### src/rtl/exec_muldiv.sv
// exec_muldiv: iterative RV32M multiply/divide unit for the EX stage.
//
// state  | meaning
// S_IDLE | waiting for an M-op; divide-by-zero / signed overflow resolved here
// S_BUSY | one shift-add or restoring-divide step per cycle, XLEN cycles
// S_DONE | result valid, done pulsed, pipeline released
//
// The result register is loaded on the edge that enters S_DONE, so it is
// already valid during the done cycle and then holds until the next completion.
module exec_muldiv #(
  parameter int XLEN = 32
) (
  input  logic            clk,
  input  logic            reset,
  input  logic            flush,
  input  logic            start_E,
  input  logic [2:0]      op_E,
  input  logic [XLEN-1:0] rs1_data_E,
  input  logic [XLEN-1:0] rs2_data_E,
  output logic [XLEN-1:0] result,
  output logic            done,
  output logic            busy,
  output logic            stall_req
);

  localparam int CNT_W = $clog2(XLEN);
  localparam int ACC_W = 2*XLEN + 1;

  localparam logic [2:0] OP_MUL    = 3'd0;
  localparam logic [2:0] OP_MULH   = 3'd1;
  localparam logic [2:0] OP_MULHSU = 3'd2;
  localparam logic [2:0] OP_MULHU  = 3'd3;
  localparam logic [2:0] OP_DIV    = 3'd4;
  localparam logic [2:0] OP_DIVU   = 3'd5;
  localparam logic [2:0] OP_REM    = 3'd6;

  typedef enum logic [1:0] {
    S_IDLE = 2'd0,
    S_BUSY = 2'd1,
    S_DONE = 2'd2
  } state_t;

  state_t state_q, state_d;

  logic [2:0]       op_q;
  logic [XLEN-1:0]  a_mag_q;
  logic [XLEN-1:0]  b_mag_q;
  logic [XLEN-1:0]  sh_q;      // multiplier (shifts right) or dividend (shifts left)
  logic [ACC_W-1:0] acc_q;     // mul: {carry, product}; div: {0, remainder, quotient}
  logic             neg_res_q;
  logic [CNT_W-1:0] count_q;

  logic            a_signed_in, b_signed_in;
  logic            a_neg_in, b_neg_in, neg_in;
  logic            div_zero_in, div_ovf_in, fast_in;
  logic            accept;
  logic [XLEN-1:0] a_abs_in, b_abs_in, fast_val;

  logic [XLEN-1:0]  mul_add;
  logic [XLEN:0]    mul_sum;
  logic [XLEN:0]    div_part;
  logic             div_ge;
  logic [XLEN-1:0]  div_rem;
  logic [ACC_W-1:0] acc_step;
  logic [XLEN-1:0]  sh_step;

  logic [2*XLEN-1:0] prod_s;
  logic [XLEN-1:0]   quo_s, rem_s, final_val;

  // Decode incoming op: operand signedness, magnitudes, result sign, fast path.
  always_comb begin
    a_signed_in = (op_E == OP_MUL) | (op_E == OP_MULH) | (op_E == OP_MULHSU) |
                  (op_E == OP_DIV) | (op_E == OP_REM);
    b_signed_in = (op_E == OP_MUL) | (op_E == OP_MULH) |
                  (op_E == OP_DIV) | (op_E == OP_REM);
    a_neg_in    = a_signed_in & rs1_data_E[XLEN-1];
    b_neg_in    = b_signed_in & rs2_data_E[XLEN-1];
    a_abs_in    = a_neg_in ? -rs1_data_E : rs1_data_E;
    b_abs_in    = b_neg_in ? -rs2_data_E : rs2_data_E;
    // Remainders take the dividend's sign; everything else is the XOR.
    // Unsigned ops have both neg flags clear, so they come out positive.
    neg_in      = (op_E[2] & op_E[1]) ? a_neg_in : (a_neg_in ^ b_neg_in);
    div_zero_in = (rs2_data_E == '0);
    div_ovf_in  = ~op_E[0] & (rs1_data_E == {1'b1, {(XLEN-1){1'b0}}}) &
                  (rs2_data_E == '1);
    fast_in     = op_E[2] & (div_zero_in | div_ovf_in);
    if (div_zero_in) begin
      fast_val = op_E[1] ? rs1_data_E : '1;
    end else begin
      fast_val = op_E[1] ? '0 : rs1_data_E;
    end
    accept = (state_q == S_IDLE) & start_E & ~flush;
  end

  // One iteration of shift-add multiply or restoring divide.
  always_comb begin
    mul_add  = sh_q[0] ? a_mag_q : {XLEN{1'b0}};
    mul_sum  = acc_q[ACC_W-1:XLEN] + {1'b0, mul_add};
    div_part = {acc_q[2*XLEN-1:XLEN], sh_q[XLEN-1]};
    div_ge   = (div_part >= {1'b0, b_mag_q});
    div_rem  = div_ge ? (div_part[XLEN-1:0] - b_mag_q) : div_part[XLEN-1:0];
    if (op_q[2]) begin
      acc_step = {1'b0, div_rem, acc_q[XLEN-2:0], div_ge};
      sh_step  = {sh_q[XLEN-2:0], 1'b0};
    end else begin
      acc_step = {1'b0, mul_sum, acc_q[XLEN-1:1]};
      sh_step  = {1'b0, sh_q[XLEN-1:1]};
    end
  end

  // Select and sign-correct the final value from the last iteration's output.
  // MULH* negates the whole double-width product before picking the top half.
  always_comb begin
    prod_s = neg_res_q ? -acc_step[2*XLEN-1:0] : acc_step[2*XLEN-1:0];
    quo_s  = neg_res_q ? -acc_step[XLEN-1:0] : acc_step[XLEN-1:0];
    rem_s  = neg_res_q ? -acc_step[2*XLEN-1:XLEN] : acc_step[2*XLEN-1:XLEN];
    case (op_q)
      OP_MUL:                       final_val = prod_s[XLEN-1:0];
      OP_MULH, OP_MULHSU, OP_MULHU: final_val = prod_s[2*XLEN-1:XLEN];
      OP_DIV, OP_DIVU:              final_val = quo_s;
      default:                      final_val = rem_s;
    endcase
  end

  // State register.
  always_ff @(posedge clk) begin
    if (reset) begin
      state_q <= S_IDLE;
    end else begin
      state_q <= state_d;
    end
  end

  // Next state and handshake outputs; flush overrides every transition.
  always_comb begin
    state_d   = state_q;
    busy      = (state_q != S_IDLE);
    done      = (state_q == S_DONE);
    stall_req = 1'b0;
    case (state_q)
      S_IDLE: begin
        stall_req = start_E & ~flush;
        if (start_E) begin
          state_d = fast_in ? S_DONE : S_BUSY;
        end
      end
      S_BUSY: begin
        stall_req = 1'b1;
        if (count_q == '0) begin
          state_d = S_DONE;
        end
      end
      S_DONE:  state_d = S_IDLE;
      default: state_d = S_IDLE;
    endcase
    if (flush) begin
      state_d = S_IDLE;
    end
  end

  // Operand capture, iteration datapath and result register.
  always_ff @(posedge clk) begin
    if (reset) begin
      op_q      <= '0;
      a_mag_q   <= '0;
      b_mag_q   <= '0;
      sh_q      <= '0;
      acc_q     <= '0;
      neg_res_q <= 1'b0;
      count_q   <= '0;
      result    <= '0;
    end else if (accept) begin
      op_q      <= op_E;
      a_mag_q   <= a_abs_in;
      b_mag_q   <= b_abs_in;
      sh_q      <= op_E[2] ? a_abs_in : b_abs_in;
      acc_q     <= '0;
      neg_res_q <= neg_in;
      count_q   <= CNT_W'(XLEN-1);
      if (fast_in) begin
        result <= fast_val;
      end
    end else if ((state_q == S_BUSY) && !flush) begin
      acc_q   <= acc_step;
      sh_q    <= sh_step;
      count_q <= count_q - CNT_W'(1);
      if (count_q == '0) begin
        result <= final_val;
      end
    end
  end

endmodule
### config.mk
export PLATFORM = sky130hd
export DESIGN_NAME = exec_muldiv
export DESIGN_NICKNAME = d
export VERILOG_FILES = /design/src/rtl/exec_muldiv.sv
export SDC_FILE = /design/constraint.sdc
export NUM_CORES = 1
export LEC_CHECK = 0
export BUFFER_PORTS_ARGS = -buffer_cell sky130_fd_sc_hd__buf_2
export CELL_PAD_IN_SITES_DETAIL_PLACEMENT = 1
export CELL_PAD_IN_SITES_GLOBAL_PLACEMENT = 1
export CORE_ASPECT_RATIO = 0.9
export CORE_MARGIN = 3
export CORE_UTILIZATION = 40
export DETAILED_ROUTE_END_ITERATION = 10
export MAX_ROUTING_LAYER = met4
export PLACE_DENSITY_LB_ADDON = 0.1
export SETUP_SLACK_MARGIN = 0.4
export SLEW_MARGIN = 5
export SYNTH_ARGS = -nofsm -noshare
export SYNTH_HDL_FRONTEND = slang
export SYNTH_SLANG_ARGS = --single-unit
### constraint.sdc
create_clock -name clk -period 5.9 [get_ports clk]
set_input_delay 1.18 -clock clk [delete_from_list [all_inputs] [get_ports clk]]
set_output_delay 1.18 -clock clk [all_outputs]
set_load 0.01 [all_outputs]
Word level (Yosys, flattened, before mapping). Index checks and enable logic that the tools add are counted.

Shifts and indexed selects: 0. Divide/modulo/power cells: 0. Add/subtract/negate cells: 8. Multiply operators: 0. Equality and inequality tests: 16. Mux-type cells: 28. Reduce and logical (&&, ||, !) cells: 16. Order comparisons: 1. Bitwise operators: 19.

Operator list (count): 32-bit two-way mux (17); 64-bit two-way mux (2); 32-bit negation (4); 32-bit case mux with 3 select lines (1); 32-bit equality test (second input constant) (2); 64-bit negation (1); 33-bit by 32-bit adder with 33-bit output (1); 33-bit by 32-bit greater-or-equal comparator with 1-bit output (1); 32-bit zero test (1); 32-bit subtractor (1); 3-bit equality test (second input constant) (4); 5-bit two-way mux (2); 1-bit bitwise AND (9); 3-bit by 2-bit equality test with 1-bit output (second input constant) (3); 1-bit OR (7); 3-bit by 1-bit equality test with 1-bit output (second input constant) (2); 3-bit zero test (2); 2-bit two-way mux (3); 2-bit != test (second input constant) (3); 2-bit nonzero test (3); 2-bit OR reduction (3); 5-bit zero test (1); 5-bit by 1-bit subtractor with 5-bit output (second input constant) (1); 2-bit case mux with 2 select lines (1); 12 further kinds (13).

Input port bits: 71. Output and inout bits: 35. Bits in latches: 0. Bits in registers: 204. Memories kept: 0. ROM bits: 0. Memory bits (writable): 0. Word-level logic and storage cells: 97.

Logic depth before layout (Yosys ltp).
Depth after elaboration: 9. Mapped depth: 24.

Worst setup path after synthesis. OpenSTA, ideal clock, no wires.

Kind: reg-to-reg. From: reg op_q[2]. To: reg result[16]. Clock period less this slack: 5.147 ns. Buffers on the path: 10. Data arrival time: 5.062 ns. Library setup time: 0.086 ns. Stages on the path, launching flop included: 22. Data required time: 5.814 ns. Setup slack: 0.753 ns. Cells stage by stage: dfxtp_1 -> clkbuf_1 -> buf_2 -> buf_2 -> buf_2 -> buf_1 -> buf_1 -> clkbuf_1 -> buf_2 -> mux2i_1 -> ha_1 -> o21a_1 -> nand4_1 -> or2_2 -> clkbuf_1 -> or2_2 -> clkbuf_1 -> o41ai_1 -> xnor2_1 -> o21ai_0 -> o211ai_1 -> a211oi_1.

Longest elaborated chain between the ends: 7. Elaborated cells between the ends (all ways): 19.

Ends and longest elaborated chain: from (decl) (line 45) `logic [2:0] op_q;`; from (signal assigned) (line 173) `op_q <= op_E;`; 64-bit two-way mux (line 102) `if (op_q[2]) begin`; 64-bit negation, or another cell as far along (line 114) `prod_s = neg_res_q ? -acc_step[2*XLEN-1:0] : acc_step[2*XLEN-1:0];`; 64-bit two-way mux, or another cell as far along (line 114); 32-bit case mux with 3 select lines * (line 117) `case (op_q)`; 32-bit two-way mux * (line 187) `if (count_q == '0) begin`; 32-bit two-way mux * (line 183) `end else if ((state_q == S_BUSY) && !flush) begin`; 32-bit two-way mux * (line 172) `end else if (accept) begin`; to (signal assigned) (line 181) `result <= fast_val;`; to (signal assigned) (line 188) `result <= final_val;`; to (decl) (line 20) `output logic [XLEN-1:0] result,`.

Every way passes the cells marked *; elsewhere a longest branch is shown, timed or not. The select of a mux whose other input is x is not followed. A chain may end at the register's enable or synchronous reset.

Worst setup path after layout.
From: reg acc_q[57]. To: reg result[28].

Longest elaborated chain between the ends: 9. Elaborated cells between the ends (all ways): 15.

Ends and longest elaborated chain: from (decl) (line 49) `logic [ACC_W-1:0] acc_q;`; from (signal assigned) (line 184) `acc_q <= acc_step;`; 32-bit subtractor or 33-bit by 32-bit greater-or-equal comparator with 1-bit output (tied branches) (line 101, 100); 32-bit two-way mux (line 101) `div_rem = div_ge ? (div_part[XLEN-1:0] - b_mag_q) : div_part[XLEN-1:0];`; 64-bit two-way mux * (line 102); 64-bit negation or 32-bit negation (tied branches) (line 114, 116); 64-bit two-way mux or 32-bit two-way mux (tied branches) (line 114, 116); 32-bit case mux with 3 select lines * (line 117); 32-bit two-way mux * (line 187); 32-bit two-way mux * (line 183); 32-bit two-way mux * (line 172).

Marks and branches as above.

==> summary.md <==
| Metric | Value |
|---|---|
| Worst setup path category | reg2reg |
| Worst setup margin | between 0.6 and 0.7 ns |
| Overall routed net length | around 83 mm |
| Largest net degree at the start of global routing | about 160 |
| Final Hold Fails | 0 |
| Vias per Instance | approximately 6.3 |
| Site row count | a little over 70 |
| Dpl cells | slightly above 3000 |
| Hold Path Depth | 2 |
| Count leader, synth | nand2_1 |
| Port Buf Inserts | between 100 and 150 |
| Worst skew pair latency | between 0.5 and 0.6 ns |
| Async SR Flop Fraction | 0 |
| Area used by multi-input combinational logic | 12900 µm² |
| Max-Cap Viols | 0 |
| Hold EP | a_mag_q[28] |
| Area share of the largest cell type after synthesis | 0.228 |
| Nets | roughly 2700 |
| Worst IR Drop VDD | between 200 and 250 µV |
| PwrDens | between 200 and 250 nW/µm² |
| Worst hold path type | reg2reg |
| Hold Crit Start | a_mag_q[28] |
| RSZ-0062 raised after global routing | yes |
| Post-Syn Instances | ~2500 |
| Final setup TNS | 0 ns |
| Post-CTS Setup Inserts | 0 |
| Minimum clock period after layout | approximately 5.3 ns |
| Layout Skew | approximately 0.026 ns |
| CP startpoint kind | flop |
| IO Count | ~110 |
| DP HPWL | around 65 mm |
| Die width | around 230 µm |
| Synth-to-Final Area Change | 12.0% |
| Buf+Inv Stages, Crit Path | 2 |
| Via count of the first global-routing pass | about 19000 |
| Register area | about 4100 µm² |
| CTS HTree Levels | 1 |
| Die area | about 47000 µm² |
| Post-synth EDFFs | 0 |
| Crit path DAT | 5.75 ns |
| Via count | about 20000 |
| Dominant cells by area after synthesis | dfxtp_1, a21oi_1, nand2_1 |
| Final worst path period share | 0.897 |
| All-Layer GR Usage | 0.352 |
| Synth Cell Area | 17900 µm² |
| TritonCTS clock tree | yes |
| Crit path largest cell delay | 0.54 ns |
| Synth Flop Type | dfxtp_1 |
| R2R cell count | 17 |
| Clock Tree Root | clkbuf_16 |
| CP Max Fanout | 15 |
| CTS buffer count | 26 |
| WL per Instance | between 20 and 30 µm |
| First-pass GRT wire length | between 100 and 150 mm |
| Netlist cell types | 104 |
| Measured slew at the worst slew-check pin | ~1.1 ns |
| Hold_buf cts | 0 |
| Crit path capture type | flop |
| Initial antenna violation count | 6 |
| Routability Congestion | ~1.0 |
| Leakage Power | 7.60 nW |
| CP top delay family | simple AND/OR/NAND/NOR gates |
| Total gr overflow | 0 |
| Critical-path cell list | ha_1 -> a21oi_1 -> o211a_1 -> a2bb2oi_1 -> and3_1 -> buf_4 -> a31oi_1 -> a22oi_2 -> ha_1 -> and4bb_2 -> nand4_1 -> buf_4 -> nor3_1 -> nand4_1 -> nand2b_1 -> a2111oi_0 -> nor3_1 |
| Final Instance Count excl. Fillers | roughly 3200 |
| Slew margin rel. | 0.266 |
| DRT antenna net count | 0 |
| Share of layout cells above drive strength 1 | 0.118 |
| CP required | around 6.4 ns |
| First-pass DRT Iterations | 5 |
| Max clock buf depth | 3 |
| Reg2reg end | result[28] |
| Clk sink count | around 200 |
| Fmax | roughly 190 MHz |
| R2R setup slack | about 0.61 ns |
| Place WS | 0.638 ns |
| Post-synthesis sequential area ratio | 0.228 |
| Core area | 43500 µm² |
| PnR Total Power | around 0.0047 W |
| # setup viols final | 0 |
| Post-Syn Nets | 2638 |
| Die span in y | between 200 and 250 µm |
| Status | complete, no violations |
| Yosys warnings | 0 |
| Synth cell count leaders | nand2_1, nor2_1, a21oi_1 |
| Slew Viols, Final | 0 |
| Avg Inst Size Synth | approximately 7.2 µm² |
| Reg2reg start | acc_q[57] |
| Initial DRC Count | around 1600 |
| Flops & latches, synth | just over 200 |
| CP max stage cell | and3_1 |
| Worst-path clk slew | around 0.06 ns |
| Detailed-route DRC error count | 0 |
| Synth area leader | dfxtp_1 |
| Initial Util | 0.410 |
| Layout fillers | 5491 |
==> final cells by class <==
| class | instances | share of cell area |
|---|---|---|
| Clock inverter | 11 | 0.00707 |
| Tap cell | 592 | 0.0370 |
| Antenna cell | 2 | 0.000250 |
| Timing Repair Buffer | 190 | 0.0588 |
| Clock buffer | 36 | 0.0359 |
| Sequential cell | 203 | 0.203 |
| Inverter | 64 | 0.0120 |
| Multi-Input combinational cell | 2054 | 0.646 |
==> cell usage in the layout, fill, tap and decap left out, drive strengths merged, types with 39 or more instances in the layout <==
cell type / instances
nor2: 271
ha: 71
a21oi: 228
a211oi: 73
and2: 48
xor2: 65
dfxtp: 203
xnor2: 97
buf: 190
mux2i: 75
inv: 64
nor3: 73
o211ai: 39
nand2b: 40
nand2: 280
nand3: 61
o22ai: 39
o21ai: 186
==> per-stage QoR <==
stage	cell area [µm²]	hold slack [ns]	utilization
2_1_floorplan	17900	0.417	-
3_3_place_gp	19100	0.428	0.439
3_5_place_dp	19100	0.441	0.439
4_1_cts	20000	0.456	0.459
5_1_grt	20000	0.481	0.460
6_report	20000	0.451	0.460
==> timing repair <==
action	4_1_cts	5_1_grt
resized for setup	0	5
setup endpoints to repair	0	10
endpoints found under the hold margin	0	0
==> routing by layer <==
layer | part of all wire | vias up | global-route usage
met1 | 0.46 | 9722 | 0.475
met5 | 0 | - | -
met2 | 0.42 | 681 | 0.526
met4 | 0.042 | 0 | 0.127
li1 | - | 9185 | -
met3 | 0.073 | 144 | 0.0645
==> report_power, final <==
part / switching (W) / total (W) / internal, W
registers: 0.0000628 / 0.00150 / 0.00144
logic: 0.00106 / 0.00157 / 0.000512
clock network: 0.000701 / 0.00164 / 0.000944
==> registers in the layout, summed over array words and instances, names as in the netlist <==
signal and cells:
acc_q 64, a_mag_q 32, b_mag_q 32, result 32, sh_q 32, count_q 5
op_q 3, state_q 2, neg_res_q 1
==> worst max path at each step <==
stage	cells after the start	start	slack, ns	endpoint
2_1_floorplan	21	op_q[2]	0.75	result[16]
3_3_place_gp	18	b_mag_q[25]	0.67	result[28]
3_5_place_dp	12	rs2_data_E[13]	0.64	result[15]
4_1_cts	18	b_mag_q[25]	0.63	result[28]
5_1_grt	18	b_mag_q[25]	0.29	result[28]
6_report	17	acc_q[57]	0.61	result[28]
==> tightest hold or removal path: cells and delay by family, from the launching register on <==
family          cells  cell delay, ns
compound gates      1            0.06
flops               1            0.32
simple gates        1            0.04
==> cell families after synthesis <==
logic type,Yosys count,share of synthesized area
and+or+nand+nor,924,0.245
xor gates and xnor gates,162,0.0795
AOI/OAI and AO/OA,816,0.299
muxes,79,0.0446
buffers and inverters,237,0.0528
DFF,203,0.228
adders and majority gates,73,0.0520
Power figures use the tool's default switching activity.
